`src/rtl/plot_port_arbiter.sv`:
```
// Round-robin owner of the single VGA plot port; one-hot grant, owner pixels registered once toward the adapter.
// Optional grant watchdog is compiled in with `define PLOT_WATCHDOG_EN (limit set by WDOG_CYCLES).
module plot_port_arbiter #(
    parameter int NREQ        = 6,
    parameter int WDOG_CYCLES = 20000
) (
    input  logic              clk,
    input  logic              resetn,
    input  logic [NREQ-1:0]   req,
    input  logic [NREQ-1:0]   done,
    input  logic [8*NREQ-1:0] x_in,
    input  logic [7*NREQ-1:0] y_in,
    input  logic [3*NREQ-1:0] colour_in,
    input  logic [NREQ-1:0]   plot_in,
    output logic [NREQ-1:0]   gnt,
    output logic [2:0]        owner,
    output logic              busy,
    output logic [7:0]        vga_x,
    output logic [6:0]        vga_y,
    output logic [2:0]        vga_colour,
    output logic              vga_plot,
    output logic              drop_err,
    output logic              wdog_err
);

    if (NREQ < 2 || NREQ > 8 || WDOG_CYCLES < 2 || WDOG_CYCLES > 32768) begin : g_bad_params
        $error("plot_port_arbiter: parameter out of range");
    end

    typedef enum logic [1:0] {IDLE, GRANT, RELEASE} state_t;

    state_t          state_q, state_d;
    logic [NREQ-1:0] gnt_q, gnt_d;
    logic [2:0]      owner_q, owner_d;
    logic [2:0]      rr_ptr_q, rr_ptr_d;
    logic            busy_q, busy_d;
    logic [7:0]      vga_x_q, vga_x_d;
    logic [6:0]      vga_y_q, vga_y_d;
    logic [2:0]      vga_colour_q, vga_colour_d;
    logic            vga_plot_q, vga_plot_d;
    logic            drop_err_q, drop_err_d;

    logic            any_req;
    logic [2:0]      win_idx;
    logic [3:0]      cand;
    logic            owner_plot;
    logic            wdog_fire;
    logic [NREQ-1:0] foreign_plot;

    // Scan downward so the candidate closest to rr_ptr is written last and wins.
    always_comb begin
        any_req = 1'b0;
        win_idx = 3'd0;
        cand    = 4'd0;
        for (int k = NREQ - 1; k >= 0; k--) begin
            cand = {1'b0, rr_ptr_q} + 4'(k);
            if (cand >= 4'(NREQ)) begin
                cand = cand - 4'(NREQ);
            end
            if (req[cand[2:0]]) begin
                any_req = 1'b1;
                win_idx = cand[2:0];
            end
        end
    end

    assign owner_plot   = (state_q == GRANT) && plot_in[owner_q];
    assign foreign_plot = (state_q == GRANT) ? (plot_in & ~gnt_q) : plot_in;

`ifdef PLOT_WATCHDOG_EN
    logic [14:0] wcnt_q, wcnt_d;
    logic        wdog_err_q, wdog_err_d;

    always_comb begin
        wdog_fire  = (state_q == GRANT) && !owner_plot && (wcnt_q == 15'(WDOG_CYCLES - 1));
        wdog_err_d = wdog_err_q | wdog_fire;
        wcnt_d     = 15'd0;
        if (state_q == GRANT && !owner_plot) begin
            wcnt_d = wcnt_q + 15'd1;
        end
    end

    always_ff @(posedge clk) begin
        if (!resetn) begin
            wcnt_q     <= 15'd0;
            wdog_err_q <= 1'b0;
        end else begin
            wcnt_q     <= wcnt_d;
            wdog_err_q <= wdog_err_d;
        end
    end

    assign wdog_err = wdog_err_q;
`else
    assign wdog_fire = 1'b0;
    assign wdog_err  = 1'b0;
`endif

    always_comb begin
        state_d      = state_q;
        gnt_d        = gnt_q;
        owner_d      = owner_q;
        rr_ptr_d     = rr_ptr_q;
        busy_d       = busy_q;
        vga_x_d      = vga_x_q;
        vga_y_d      = vga_y_q;
        vga_colour_d = vga_colour_q;
        vga_plot_d   = 1'b0;
        drop_err_d   = drop_err_q | (|foreign_plot);
        case (state_q)
            IDLE: begin
                if (any_req) begin
                    state_d = GRANT;
                    gnt_d   = NREQ'(1) << win_idx;
                    owner_d = win_idx;
                    busy_d  = 1'b1;
                end
            end
            GRANT: begin
                vga_x_d      = x_in[{owner_q, 3'b000} +: 8];
                vga_y_d      = y_in[7*owner_q +: 7];
                vga_colour_d = colour_in[3*owner_q +: 3];
                vga_plot_d   = owner_plot;
                // A final pixel arriving with done still goes out.
                if (done[owner_q] || wdog_fire) begin
                    state_d  = RELEASE;
                    gnt_d    = '0;
                    busy_d   = 1'b0;
                    rr_ptr_d = (owner_q == 3'(NREQ - 1)) ? 3'd0 : owner_q + 3'd1;
                end
            end
            default: begin
                state_d = IDLE;
            end
        endcase
    end

    always_ff @(posedge clk) begin
        if (!resetn) begin
            state_q      <= IDLE;
            gnt_q        <= '0;
            owner_q      <= 3'd0;
            rr_ptr_q     <= 3'd0;
            busy_q       <= 1'b0;
            vga_x_q      <= 8'd0;
            vga_y_q      <= 7'd0;
            vga_colour_q <= 3'd0;
            vga_plot_q   <= 1'b0;
            drop_err_q   <= 1'b0;
        end else begin
            state_q      <= state_d;
            gnt_q        <= gnt_d;
            owner_q      <= owner_d;
            rr_ptr_q     <= rr_ptr_d;
            busy_q       <= busy_d;
            vga_x_q      <= vga_x_d;
            vga_y_q      <= vga_y_d;
            vga_colour_q <= vga_colour_d;
            vga_plot_q   <= vga_plot_d;
            drop_err_q   <= drop_err_d;
        end
    end

    assign gnt        = gnt_q;
    assign owner      = owner_q;
    assign busy       = busy_q;
    assign vga_x      = vga_x_q;
    assign vga_y      = vga_y_q;
    assign vga_colour = vga_colour_q;
    assign vga_plot   = vga_plot_q;
    assign drop_err   = drop_err_q;

endmodule

```
`config.mk`:
```
export PLATFORM = sky130hd
export DESIGN_NAME = plot_port_arbiter
export DESIGN_NICKNAME = d
export VERILOG_FILES = /design/src/rtl/plot_port_arbiter.sv
export SDC_FILE = /design/constraint.sdc
export NUM_CORES = 1
export LEC_CHECK = 0
export CAP_MARGIN = 40
export CORE_MARGIN = 2
export CORE_UTILIZATION = 44
export CTS_BUF_LIST = sky130_fd_sc_hd__clkbuf_16
export CTS_CLUSTER_SIZE = 8
export DETAILED_ROUTE_END_ITERATION = 8
export GPL_ROUTABILITY_DRIVEN = 0
export GPL_TIMING_DRIVEN = 0
export PLACE_DENSITY = 0.84
export SLEW_MARGIN = 20
export SYNTH_ARGS = -nofsm -noshare
export SYNTH_HDL_FRONTEND = slang
export SYNTH_SLANG_ARGS = --single-unit
```
`constraint.sdc`:
```
create_clock -name clk -period 9.1 [get_ports clk]
set_input_delay 1.82 -clock clk [delete_from_list [all_inputs] [get_ports clk]]
set_output_delay 1.82 -clock clk [all_outputs]
set_load 0.02 [all_outputs]
```
-- Word-level counts from Yosys, hierarchy flattened
Index checks and enable logic that the tools add are counted.
- add/sub/neg operators: 12
- $mul: 2
- magnitude comparators: 13
- equal/unequal tests: 4
- shift-type cells: 4
- multiplexer cells: 45
- bitwise gates (word level): 3
- reduce and logical (&&, ||, !) cells: 9
- operators by type and width (cell ; number):
    variable part select 48 x 7 -> 8 bit ; 1
    variable part select 42 x 7 -> 7 bit ; 1
    2-to-1 mux 3 bit ; 13
    < comparator 3 x 4 -> 1 bit (second input constant) ; 7
    binary-select mux 1 bit (select 3 bit) ; 8
    greater-or-equal comparator 4 x 3 -> 1 bit (second input constant) ; 5
    2-to-1 mux 6 bit ; 3
    variable part select 18 x 6 -> 3 bit ; 1
    subtractor 3 bit (second input constant) ; 6
    2-to-1 mux 1 bit ; 16
    case mux 6 bit (2 select lines) ; 1
    adder 3 x 2 -> 4 bit (second input constant) ; 2
    adder 3 x 3 -> 4 bit (second input constant) ; 2
    AND reduction 2 bit ; 4
    AND 6 bit ; 1
    multiplier 3 x 3 -> 6 bit (first input constant) ; 1
    NOT 6 bit ; 1
    OR reduction 6 bit ; 1
    << shifter 1 x 3 -> 6 bit (first input constant) ; 1
    multiplier 2 x 3 -> 5 bit (first input constant) ; 1
    adder 3 x 1 -> 4 bit (second input constant) ; 1
    2-to-1 mux 2 bit ; 2
    case mux 2 bit (2 select lines) ; 1
    adder 3 x 1 -> 3 bit (second input constant) ; 1
    other kinds (11) ; 11
- register bits after elaboration: 35
- bits of input ports: 128
- output and inout bits: 31
- logic and storage cells: 102

-- Depth between registers and ports, before layout
Gate-level depths: netlist (run 1).
- word-level depth: 14
- gate-level depth with buffers: 15
- gate-level depth less buffers: 10

-- Least setup slack after synthesis (run 1)
OpenSTA, ideal clock, no wires.
- path type: input-to-reg
- start: input req[5]
- end: register gnt_q[1] (netlist: gnt[1])
- library setup time: 0.070 ns
- arrival: 3.551 ns
- data required time: 9.030 ns
- path slack: 5.479 ns
- stages on the path: 7
- path buffers: 0
- cells stage by stage: mux2_2 -> and2_1 -> o31a_1 -> o32a_2 -> o211ai_4 -> or3b_4 -> o2bb2ai_1
- cells in the longest elaborated chain, start to end: 11
- elaborated cells between the ends (all ways): 29
- classes of those cells: eq/ne (1); shift (1); mux (26); reduce/logical (1)
- RTL lines (item ; line ; source):
    start: declaration ; 9 ; input logic [NREQ-1:0] req,
    binary-select mux 1 bit (select 3 bit) ; 60 ; if (req[cand[2:0]]) begin
    2-to-1 mux 1 bit (not written as such) ; 60 ;
    2-to-1 mux 3 bit (6 in series) ; 60 ;
    << shifter 1 x 3 -> 6 bit ; 114 ; gnt_d = NREQ'(1) << win_idx;
    2-to-1 mux 6 bit ; 112 ; if (any_req) begin
    case mux 6 bit (2 select lines) ; 110 ; case (state_q)
    end signal: assignment ; 152 ; gnt_q <= gnt_d;
    end: declaration ; 33 ; logic [NREQ-1:0] gnt_q, gnt_d;
Several ways; a longest one is shown, not always the timed one. The select of a mux whose other input is x is not followed.
A chain may end at the register's enable or synchronous reset.

-- Worst setup path in the final report (run 1)
- start: input req[1]
- end: register owner_q[1] (netlist: owner[1])
- cells in the longest elaborated chain, start to end: 9
- elaborated cells between the ends (all ways): 25
- classes of those cells: mux (24); reduce/logical (1)
- RTL lines (item ; line ; source):
    binary-select mux 1 bit (select 3 bit) ; 60 ;
    2-to-1 mux 1 bit (not written as such) ; 60 ;
    2-to-1 mux 1 bit (6 in series) ; 60 ;
    AND reduction 2 bit (no source line) ; n/a ;
    end signal: assignment ; 153 ; owner_q <= owner_d;
    end: declaration ; 34 ; logic [2:0] owner_q, owner_d;
Several ways; a longest one is shown, not always the timed one. The select of a mux whose other input is x is not followed.

==> results of run 1 <==
[metrics by stage]
| step | setup slack, ns | util |
|---|---|---|
| floorplan | 5.48 | - |
| global placement | 4.79 | 0.703 |
| detailed placement | 4.74 | 0.703 |
| CTS | 5.04 | 0.729 |
| global route | 4.77 | 0.730 |
| finish | 4.97 | 0.730 |
[power breakdown]
group | total [W] | switching, W | internal (W)
clock | 0.000199 | 0.0000687 | 0.000130
sequential | 0.000238 | 0.0000348 | 0.000203
combinational | 0.000844 | 0.000452 | 0.000392
total | 0.00128 | 0.000556 | 0.000725
[state kept, by name, summed over array words and instances (netlist names)]
register,cells
vga_plot,1
owner,3
vga_y,7
state_q,2
vga_colour,3
drop_err,1
rr_ptr_q,3
vga_x,8
busy,1
gnt,6
[synthesized netlist by cell type (3+ instances only)]
library cell | n | area [um2]
mux4_2 | 20 | 450
a21oi_1 | 15 | 75.1
o2bb2ai_1 | 6 | 52.6
nand3_1 | 7 | 35.0
inv_1 | 9 | 33.8
o211ai_1 | 19 | 143
nand2b_1 | 3 | 18.8
buf_2 | 3 | 15.0
mux2_2 | 5 | 56.3
mux2i_1 | 32 | 320
nor2_1 | 34 | 128
ha_1 | 9 | 113
o21ai_0 | 27 | 135
xnor2_1 | 3 | 26.3
buf_6 | 4 | 45.0
nand4_1 | 3 | 18.8
clkbuf_1 | 12 | 45.0
dfxtp_1 | 35 | 701
and3_1 | 4 | 25.0
nor2b_1 | 3 | 18.8
nand2_1 | 35 | 131
buf_1 | 6 | 22.5
and2_1 | 4 | 25.0
[metal layers]
metal,GRT usage,wire [um]
met2,0.511,5880
met1,0.317,4090
met4,0.0909,250
met3,0.0951,1120
met5,0,0
[final timing paths]
kind,startpoint,end
setup / recovery,req[1],owner[1]
hold reg to reg,busy,busy
setup reg to reg,rr_ptr_q[1],gnt[1]
hold / removal,busy,busy
[worst reg2reg max path: stages (launching register included)]
cell	delay, ns
dfxtp_1	0.43
clkbuf_2	0.24
inv_1	0.14
ha_1	0.39
buf_2	0.23
nand4_1	0.13
a22oi_2	0.25
mux2i_1	0.22
a32oi_1	0.15
o32a_2	0.43
o211ai_4	0.19
or3b_4	0.42
o2bb2ai_1	0.14
[layout make-up]
| type | count | area, um2 |
|---|---|---|
| clock inverter | 3 | 47.5 |
| tap | 96 | 120 |
| buffer | 29 | 163 |
| fill | 517 | 1850 |
| timing repair buffer | 158 | 1580 |
| clock buffer | 5 | 125 |
| sequential | 35 | 701 |
| multi-input combinational | 279 | 2240 |
| inverter | 10 | 37.5 |
[cells in the final DEF (no fill, tap or decap), types with 9 or more instances in the layout]
cell,synthesis,final
a21oi_1,15,15
clkbuf_1,12,12
clkdlybuf4s50_1,0,157
dfxtp_1,35,35
ha_1,9,9
inv_1,9,9
mux2i_1,32,32
mux4_2,20,20
nand2_1,35,35
nor2_1,34,34
o211ai_1,19,19
o21ai_0,27,27
[logic make-up (layout without fill, tap and decap cells)]
| logic type | after synthesis | in the layout |
|---|---|---|
| AND/OR/NAND/NOR | 105 | 105 |
| XOR/XNOR | 6 | 6 |
| buffers and inverters | 39 | 205 |
| other | 1 | 1 |
| flip-flops | 35 | 35 |
| AO/OA/AOI/OAI | 98 | 98 |
| multiplexers | 60 | 60 |
| adder cells (fa/ha/maj) | 9 | 9 |
==> qor.txt, run 1 <==
Synthesized-area fraction occupied by adder cells -> 0.0359
Port Buffer Count -> 157
Post-synthesis xor/xnor area fraction -> 0.0191
CP endpoint kind -> flip-flop
Status -> finished clean
H-tree levels -> 2
Pin count of the biggest net entering global routing -> 14
Syn nets -> 490
Flops & latches, synth -> 35
Row count -> 30
Clk_lat worst skew -> 0.29 ns
Detailed-route DRC error count -> 0
Yosys warnings -> 0
First-pass GRT wire length -> 16800 um
Actual slew at the worst max-slew pin -> 0.784 ns
LEAKAGE -> 1.84 nW
Via count -> 3529
Max cap viols -> 0
Setup CP Type -> input port to flip-flop
Worst R2R Setup Slack -> 5.67 ns
Synth Area in Compound Gates -> 0.223
Syn Std Cell Area -> 3140 um2
Worst path required time -> 9.26 ns
Worst Skew -> 0.00771 ns
Synthesis-to-layout area growth -> 59.7%
Min Tclk post-route -> 4.13 ns
CTS clock-pin slew for the worst setup and hold paths -> 0.06 ns
# setup viols final -> 0
Most numerous cell on the critical path -> mux2i_1
Inst Count DP -> 606
CTS Hold Buffers Added -> 0
Non-filler cells, final -> 615
Total Power -> 0.00128 W
Via density -> 5.74
Vias in the first global route -> 3486
GRT overflow -> 0
Final wirelength -> 11300 um
Total CTS buffers -> 5
Mux cell area share after synthesis -> 0.275
Post-synthesis instance total -> 353
Hold WC Path Type -> flip-flop to flip-flop
Post-DRT Antenna Nets -> 0
Ports -> 159
Worst Hold Slack -> 0.455 ns
Die Y -> 88.5 um
Buf/Inv on CP -> 1
Slew headroom -> 0.473
Setup Fix Bufs, Post-CTS -> 0
Crit-path slowest cell -> o21ai_0
Layout Nets -> 655
Pwr dens -> 255 nW/um2
HPWL Detailed -> 9120 um
Clk buf depth -> 2
Die area -> 7830 um2
Number of library cell types mapped by synthesis -> 69
Peak VDD IR -> 0.000126 V
Initial DRC Count -> 179
First-pass iteration count of the detailed router -> 6
Syn_area_per_cell -> 8.90 um2
Die width -> 88.5 um
Worst setup SP type -> input port
Worst Path Max Fanout -> 5
Post-route cell area -> 5020 um2
Post-DP Area -> 4830 um2
Sequential share of the synthesized area -> 0.223
Post_cts resized -> 0
Ant diodes -> 0
Fin Setup TNS -> 0 ns
Simple-gate share of the synthesized area -> 0.159
Final Hold Fails -> 0
Core area -> 6870 um2
CTS sink cnt -> 35
Initial core utilization -> 0.457
Largest family of logic cells by synthesized area -> multiplexers
Post-synth EDFFs -> 0
Share of cells above drive strength 1 -> 0.118
Hold path cells -> 2
Crit path DAT -> 4.29 ns
GRT Overall Usage -> 0.284
Max stage delay on crit path -> 0.50 ns
Slew Viols, Final -> 0
Primary FF master, synth -> dfxtp_1
CP Depth -> 9
Setup repair after global routing missed its margin -> no
TritonCTS clock tree -> done
CP Cell Sequence -> clkdlybuf4s50_1, mux2i_1, mux2i_1, mux2i_1, and2_1, o21ai_0, o21ai_0, mux2_1, nor2_1
CTS root buf -> clkbuf_16
R2R depth -> 12
DR WL/cell -> 18.5 um
Max Fclk -> 0.242 GHz
Fin crit share -> 0.454
Initial antenna violation count -> 0
Async set-reset flop share out of synthesis -> 0
CP delay by family, top -> multiplexers
Power figures use the tool's default switching activity.
==> run 2: changes to the inputs <==
--- a/config.mk
+++ b/config.mk
@@ -7,13 +7,13 @@
 export LEC_CHECK = 0
 export CAP_MARGIN = 40
 export CORE_MARGIN = 2
-export CORE_UTILIZATION = 44
+export CORE_UTILIZATION = 37
 export CTS_BUF_LIST = sky130_fd_sc_hd__clkbuf_16
 export CTS_CLUSTER_SIZE = 8
 export DETAILED_ROUTE_END_ITERATION = 8
 export GPL_ROUTABILITY_DRIVEN = 0
 export GPL_TIMING_DRIVEN = 0
-export PLACE_DENSITY = 0.84
+export PLACE_DENSITY = 0.75
 export SLEW_MARGIN = 20
 export SYNTH_ARGS = -nofsm -noshare
 export SYNTH_HDL_FRONTEND = slang
==> constraint.sdc (replaced) <==
create_clock -name clk -period 3.35 [get_ports clk]
set_input_delay 0.67 -clock clk [delete_from_list [all_inputs] [get_ports clk]]
set_output_delay 0.67 -clock clk [all_outputs]
set_load 0.02 [all_outputs]
==> qor.txt, run 2 (synthesis results as in run 1) <==
Pwr dens -> 679 nW/um2 (+170%)
Pin count of the biggest net entering global routing -> 11 (-3)
Worst Path Max Fanout -> 8 (+3)
Final wirelength -> 11100 um (-2.5%)
Max reg flops -> 8 (unchanged)
Vias in the first global route -> 3410 (-2.2%)
Hold WC Path Type -> flip-flop to flip-flop
Actual slew at the worst max-slew pin -> 0.765 ns (-0.0187 ns)
Highest routed layer -> met4
H-tree levels -> 2 (unchanged)
Ports -> 159 (unchanged)
Worst path required time -> 3.55 ns (-5.71 ns)
Number of fill cells -> 697 (+35%)
Max Fclk -> 0.311 GHz
Inst Count DP -> 616 (+1.7%)
Worst Skew -> 0.00530 ns (-0.00241 ns)
Detailed-route DRC error count -> 0 (unchanged)
Worst Hold Slack -> 0.472 ns (+0.0168 ns)
Via density -> 5.50 (-4.2%)
Worst setup SP type -> flip-flop
# setup viols final -> 0 (unchanged)
Row count -> 33 (+10%)
Total CTS buffers -> 5 (unchanged)
GRT overflow -> 0 (unchanged)
Routed wl met2 -> 5760 um (-2.1%)
Met3 wire length -> 872 um (-22%)
Die Y -> 96.1 um (+8.6%)
CTS root buf -> clkbuf_16
First-pass GRT wire length -> 16700 um (-0.37%)
CTS clock-pin slew for the worst setup and hold paths -> 0.05 ns (about the same)
Status -> finished clean
Die area -> 9240 um2 (+18%)
M1 WL -> 4240 um (+3.5%)
Commonest non-fill, non-tap cell in the layout -> clkdlybuf4s50_1
Initial antenna violation count -> 0 (unchanged)
Clk_lat worst skew -> 0.28 ns (about the same)
Max cap viols -> 0 (unchanged)
Initial core utilization -> 0.382 (-0.0750)
Ant diodes -> 0 (unchanged)
Fin crit share -> 0.959
Port Buffer Count -> 157 (unchanged)
Min Tclk post-route -> 3.21 ns
LEAKAGE -> 1.85 nW (+0.53%)
Non-filler cells, final -> 625 (+1.6%)
Layout Nets -> 657 (+0.31%)
CTS sink cnt -> 35 (unchanged)
First-pass iteration count of the detailed router -> 4 (-2)
Slew Viols, Final -> 0 (unchanged)
Core area -> 8220 um2 (+20%)
Post-DRT Antenna Nets -> 0 (unchanged)
Crit path DAT -> 3.42 ns (-0.87 ns)
HPWL Detailed -> 8990 um (-1.3%)
Synthesis-to-layout area growth -> 62.1%
Slew headroom -> 0.486 (+0.0126)
Die width -> 96.1 um (+8.6%)
Initial DRC Count -> 177 (-1.1%)
Share of cells above drive strength 1 -> 0.140 (+0.0229)
Clk buf depth -> 2 (unchanged)
TritonCTS clock tree -> done
Peak VDD IR -> 0.000399 V (+220%)
Via count -> 3435 (-2.7%)
CP endpoint kind -> flip-flop
Final Hold Fails -> 0 (unchanged)
DR WL/cell -> 17.7 um (-4.1%)
Fin Setup TNS -> 0 ns (unchanged)
Setup CP Type -> flip-flop to flip-flop
GRT Overall Usage -> 0.235 (-0.0498)
Commonest non-fill, non-tap cells in the layout -> 157 x clkdlybuf4s50_1, 35 x nand2_1, 34 x nor2_1
-- run 2: changes by cell type in the layout (fill, tap and decap cells not counted), sizes merged --
| cell | delta |
|---|---|
| clkinvlp | +2 |
| buf | +4 |
| bufinv | -1 |
| clkbuf | -2 |
| clkinv | +1 |
| inv | -3 |
-- run 2: path summary, 6_finish.rpt --
check | startpoint | end | slack [ns] | depth (start not counted)
max reg2reg | rr_ptr_q[1] | gnt[1] | 0.14 | 12
min reg2reg | busy | busy | 0.47 | 2
min | busy | busy | 0.47 | 2
max | rr_ptr_q[1] | gnt[1] | 0.14 | 12
-- run 2: per-stage QoR --
| stage | utilization | worst slack (ns) | cell area [um2] | total power [W] |
|---|---|---|---|---|
| after floorplan | - | 0.339 | 3140 | 0.00214 |
| after global routing | 0.619 | -0.000293 | 5090 | 0.00368 |
| after global placement | 0.589 | -0.00606 | 4840 | 0.00284 |
| final | 0.619 | 0.138 | 5090 | 0.00345 |
| after detailed placement | 0.591 | -0.115 | 4850 | 0.00289 |
| after CTS | 0.610 | 0.0189 | 5010 | 0.00336 |
-- run 2: layout make-up --
type	instances	area, um2	share of cell area
Multi-Input combinational cell	279	2300	0.451
Timing Repair Buffer	162	1610	0.317
Sequential cell	35	706	0.139
Buffer	27	165	0.0324
Tap cell	105	131	0.0258
Clock buffer	5	125	0.0246
Inverter	10	45.0	0.00885
Clock inverter	2	8.76	0.00172
-- run 2: power by group --
group | internal [W] | switching, W
logic | 0.00114 | 0.00124
clock network | 0.000267 | 0.000163
registers | 0.000553 | 0.0000949
total | 0.00196 | 0.00150
-- run 2: worst max-delay path, cell delays in order (launching register included) --
cell,delay [ns]
dfxtp_2,0.38
buf_4,0.19
clkinvlp_4,0.15
buf_4,0.16
ha_1,0.20
a21o_1,0.23
or4_4,0.50
a21oi_4,0.20
nor2_2,0.09
a311o_1,0.37
buf_6,0.14
or3b_4,0.38
o2bb2ai_1,0.15
-- run 2: what timing repair did --
action / in CTS / in global routing
buffers inserted: 1 / 3
cloned: 0 / 0
setup endpoints to repair: 7 / 10
hold buffers: 0 / 0
resized for setup: 3 / 17
pin swaps: 1 / 2
-- run 2: routing by layer --
| metal | track usage | vias to the layer above |
|---|---|---|
| li1 | - | 1655 |
| met1 | 0.274 | 1615 |
| met2 | 0.421 | 144 |
| met3 | 0.0713 | 21 |
| met4 | 0.0500 | 0 |
| met5 | 0 | - |
==> run 3: changes to the inputs <==
--- a/config.mk
+++ b/config.mk
@@ -5,15 +5,16 @@
 export SDC_FILE = /design/constraint.sdc
 export NUM_CORES = 1
 export LEC_CHECK = 0
+export ABC_AREA = 1
 export CAP_MARGIN = 40
 export CORE_MARGIN = 2
-export CORE_UTILIZATION = 37
+export CORE_UTILIZATION = 41
 export CTS_BUF_LIST = sky130_fd_sc_hd__clkbuf_16
 export CTS_CLUSTER_SIZE = 8
 export DETAILED_ROUTE_END_ITERATION = 8
 export GPL_ROUTABILITY_DRIVEN = 0
 export GPL_TIMING_DRIVEN = 0
-export PLACE_DENSITY = 0.75
+export PLACE_DENSITY = 0.78
 export SLEW_MARGIN = 20
 export SYNTH_ARGS = -nofsm -noshare
 export SYNTH_HDL_FRONTEND = slang
==> constraint.sdc (replaced) <==
create_clock -name clk -period 3 [get_ports clk]
set_input_delay 0.6 -clock clk [delete_from_list [all_inputs] [get_ports clk]]
set_output_delay 0.6 -clock clk [all_outputs]
set_load 0.02 [all_outputs]
==> qor.txt, run 3 <==
Vias in the first global route -> 4169 (+22%)
GRT Overall Usage -> 0.291 (+0.0567)
Worst Path Max Fanout -> 10 (+2)
Slew headroom -> 0.602 (+0.117)
Cell accounting for the most synthesized area -> dfxtp_1
Max Fclk -> 0.371 GHz (+19%)
Largest family of logic cells by synthesized area -> simple AND/OR/NAND/NOR gates
First-pass iteration count of the detailed router -> 6 (+2)
Async set-reset flop share out of synthesis -> 0 (unchanged)
Syn Std Cell Area -> 3220 um2 (+2.5%)
Max reg flops -> 8 (unchanged)
Post-synthesis instance total -> 530 (+50%)
Final WS setup -> 0.307 ns (+0.169 ns)
Fin Setup TNS -> 0 ns (unchanged)
Final Hold Fails -> 0 (unchanged)
Detailed-route DRC error count -> 0 (unchanged)
Number of library cell types mapped by synthesis -> 35 (-49%)
Peak VDD IR -> 0.000337 V (-16%)
Initial antenna violation count -> 0 (unchanged)
Ant diodes -> 0 (unchanged)
Layout Nets -> 835 (+27%)
Flops & latches, synth -> 35 (unchanged)
Pre-CTS setup slack -> 0.151 ns (+0.266 ns)
Post-synth EDFFs -> 0 (unchanged)
Crit path launch -> rr_ptr_q[0]
Die Y -> 92.6 um (-3.7%)
Worst Skew -> 0.00539 ns (+0.0000920 ns)
Slew Viols, Final -> 0 (unchanged)
Die width -> 92.6 um (-3.7%)
Area contributors post-synth -> dfxtp_1 22%, nand2_1 16%, o21ai_0 10%
Pin count of the biggest net entering global routing -> 13 (+2)
Synthesis-to-layout area growth -> 60.0%
Actual slew at the worst max-slew pin -> 0.597 ns (-0.168 ns)
Initial core utilization -> 0.421 (+0.0386)
Mux cell area share after synthesis -> 0 (-0.275)
M3 GR Usage -> 0.0993 (+0.0280)
GR peak layer -> met2
CTS root buf -> clkbuf_16
Row count -> 32 (-3.0%)
Clk buf depth -> 2 (unchanged)
CP endpoint kind -> flip-flop
Hold WC Path Type -> flip-flop to flip-flop
Setup repair after global routing missed its margin -> no
Commonest non-fill, non-tap cells in the layout -> 157 x clkdlybuf4s50_1, 133 x nand2_1, 66 x o21ai_0
Post-synthesis xor/xnor area fraction -> 0 (-0.0191)
Min-delay src -> state_q[1]
Core area -> 7650 um2 (-6.9%)
Status -> finished clean
Grt met2 use -> 0.510 (+0.0884)
CTS clock-pin slew for the worst setup and hold paths -> 0.06 ns (about the same)
Port Buffer Count -> 157 (unchanged)
Most frequent cell after synthesis -> nand2_1
Worst setup SP type -> flip-flop
Via density -> 5.35 (-2.7%)
H-tree levels -> 2 (unchanged)
Ports -> 159 (unchanged)
Share of cells above drive strength 1 -> 0.0801 (-0.0603)
Most instantiated cells after synthesis -> 133 x nand2_1, 66 x o21ai_0, 52 x nand3_1, 41 x inv_1, 37 x nor2_1
GRT overflow -> 0 (unchanged)
Yosys warnings -> 0 (unchanged)
Die area -> 8570 um2 (-7.2%)
Fin crit share -> 0.898 (-0.0611)
RR Startpoint -> rr_ptr_q[0]
Final wirelength -> 12600 um (+14%)
Worst path required time -> 3.16 ns (-0.39 ns)
HPWL Detailed -> 10200 um (+13%)
LEAKAGE -> 2.14 nW (+16%)
Clk_lat worst skew -> 0.28 ns (about the same)
Syn nets -> 667 (+36%)
Post-DRT Antenna Nets -> 0 (unchanged)
Setup CP Type -> flip-flop to flip-flop
TritonCTS clock tree -> done
DR WL/cell -> 15.7 um (-11%)
Commonest non-fill, non-tap cell in the layout -> clkdlybuf4s50_1
Pwr dens -> 951 nW/um2 (+40%)
Simple-gate share of the synthesized area -> 0.352 (+0.193)
Syn_area_per_cell -> 6.07 um2 (-32%)
Crit path DAT -> 2.85 ns (-0.57 ns)
CTS sink cnt -> 35 (unchanged)
Min Tclk post-route -> 2.69 ns (-0.519 ns)
Via count -> 4283 (+25%)
Primary FF master, synth -> dfxtp_1
M1 GR Usage -> 0.324 (+0.0505)
Total CTS buffers -> 5 (unchanged)
Synth Area in Compound Gates -> 0.293 (+0.0701)
Post-synth top area share -> 0.218 (-0.00538)
Max cap viols -> 0 (unchanged)
First-pass GRT wire length -> 19700 um (+18%)
# setup viols final -> 0 (unchanged)
Sequential share of the synthesized area -> 0.218 (-0.00538)
Synthesized-area fraction occupied by adder cells -> 0.0350 (-0.000864)
Initial DRC Count -> 181 (+2.3%)
run 3: cells by family (layout without fill, tap and decap cells):
family | Yosys count | count (layout)
and+or+nand+nor | 251 | 251
AOI/OAI and AO/OA | 154 | 154
buffers and inverters | 80 | 249
DFF | 35 | 35
adders and majority gates | 9 | 9
other | 1 | 1
run 3: stage by stage:
step	hold slack, ns	utilization	cells	total power, W	area (um2)
after global placement	0.470	0.643	789	0.00405	4920
after CTS	0.478	0.668	797	0.00483	5110
after floorplan	0.442	-	530	0.00308	3220
after detailed placement	0.471	0.643	789	0.00414	4920
final	0.476	0.673	801	0.00489	5150
after global routing	0.498	0.673	801	0.00531	5150
run 3: path summary, 6_finish.rpt:
kind / to / slack, ns / depth (start not counted)
worst min-delay path: vga_plot / 0.48 / 1
worst max-delay path: gnt[3] / 0.31 / 19
worst max register to register: gnt[3] / 0.31 / 19
worst min register to register: vga_plot / 0.48 / 1
run 3: timing repair:
item	CTS	global route
gates resized for setup	0	4
endpoints found under the setup margin	0	7
hold buffers	0	0
setup buffers	0	4
run 3: layout make-up:
class                           count  area [um2]
Sequential cell                    35         706
Clock buffer                        5         125
Clock inverter                      3        67.6
Fill cell                         685        2500
Buffer                             32         144
Inverter                           48         185
Multi-Input combinational cell    415        2190
Timing Repair Buffer              161        1600
Tap cell                          102         128
run 3: where the power goes:
| part | leakage [nW] | internal (W) | switching (W) |
|---|---|---|---|
| Combinational | 1.76 | 0.00130 | 0.00214 |
| Sequential | 0.290 | 0.000645 | 0.000137 |
| Clock | 0.0900 | 0.000476 | 0.000203 |
| Total | 2.14 | 0.00242 | 0.00248 |
run 3: layer usage:
metal | wire [um] | vias to the layer above
met5 | 0 | -
met4 | 395 | 0
met3 | 1220 | 28
met2 | 6090 | 182
met1 | 4890 | 1952
li1 | - | 2121
run 3: worst max-delay path: stages, from the launching register on:
cell and delay (ns):
dfxtp_2 0.46, inv_2 0.13, ha_1 0.30, buf_6 0.15, inv_2 0.12, nand2_2 0.07
nand3_1 0.10, nand2_1 0.05, nand2_1 0.07, nand2_1 0.10, nand2_1 0.09, nand3_2 0.09
nand2_1 0.11, nor2_1 0.05, a21oi_1 0.23, nand2_1 0.12, nand3_1 0.14, nor2_1 0.07
nor2_1 0.10, nor2_1 0.04
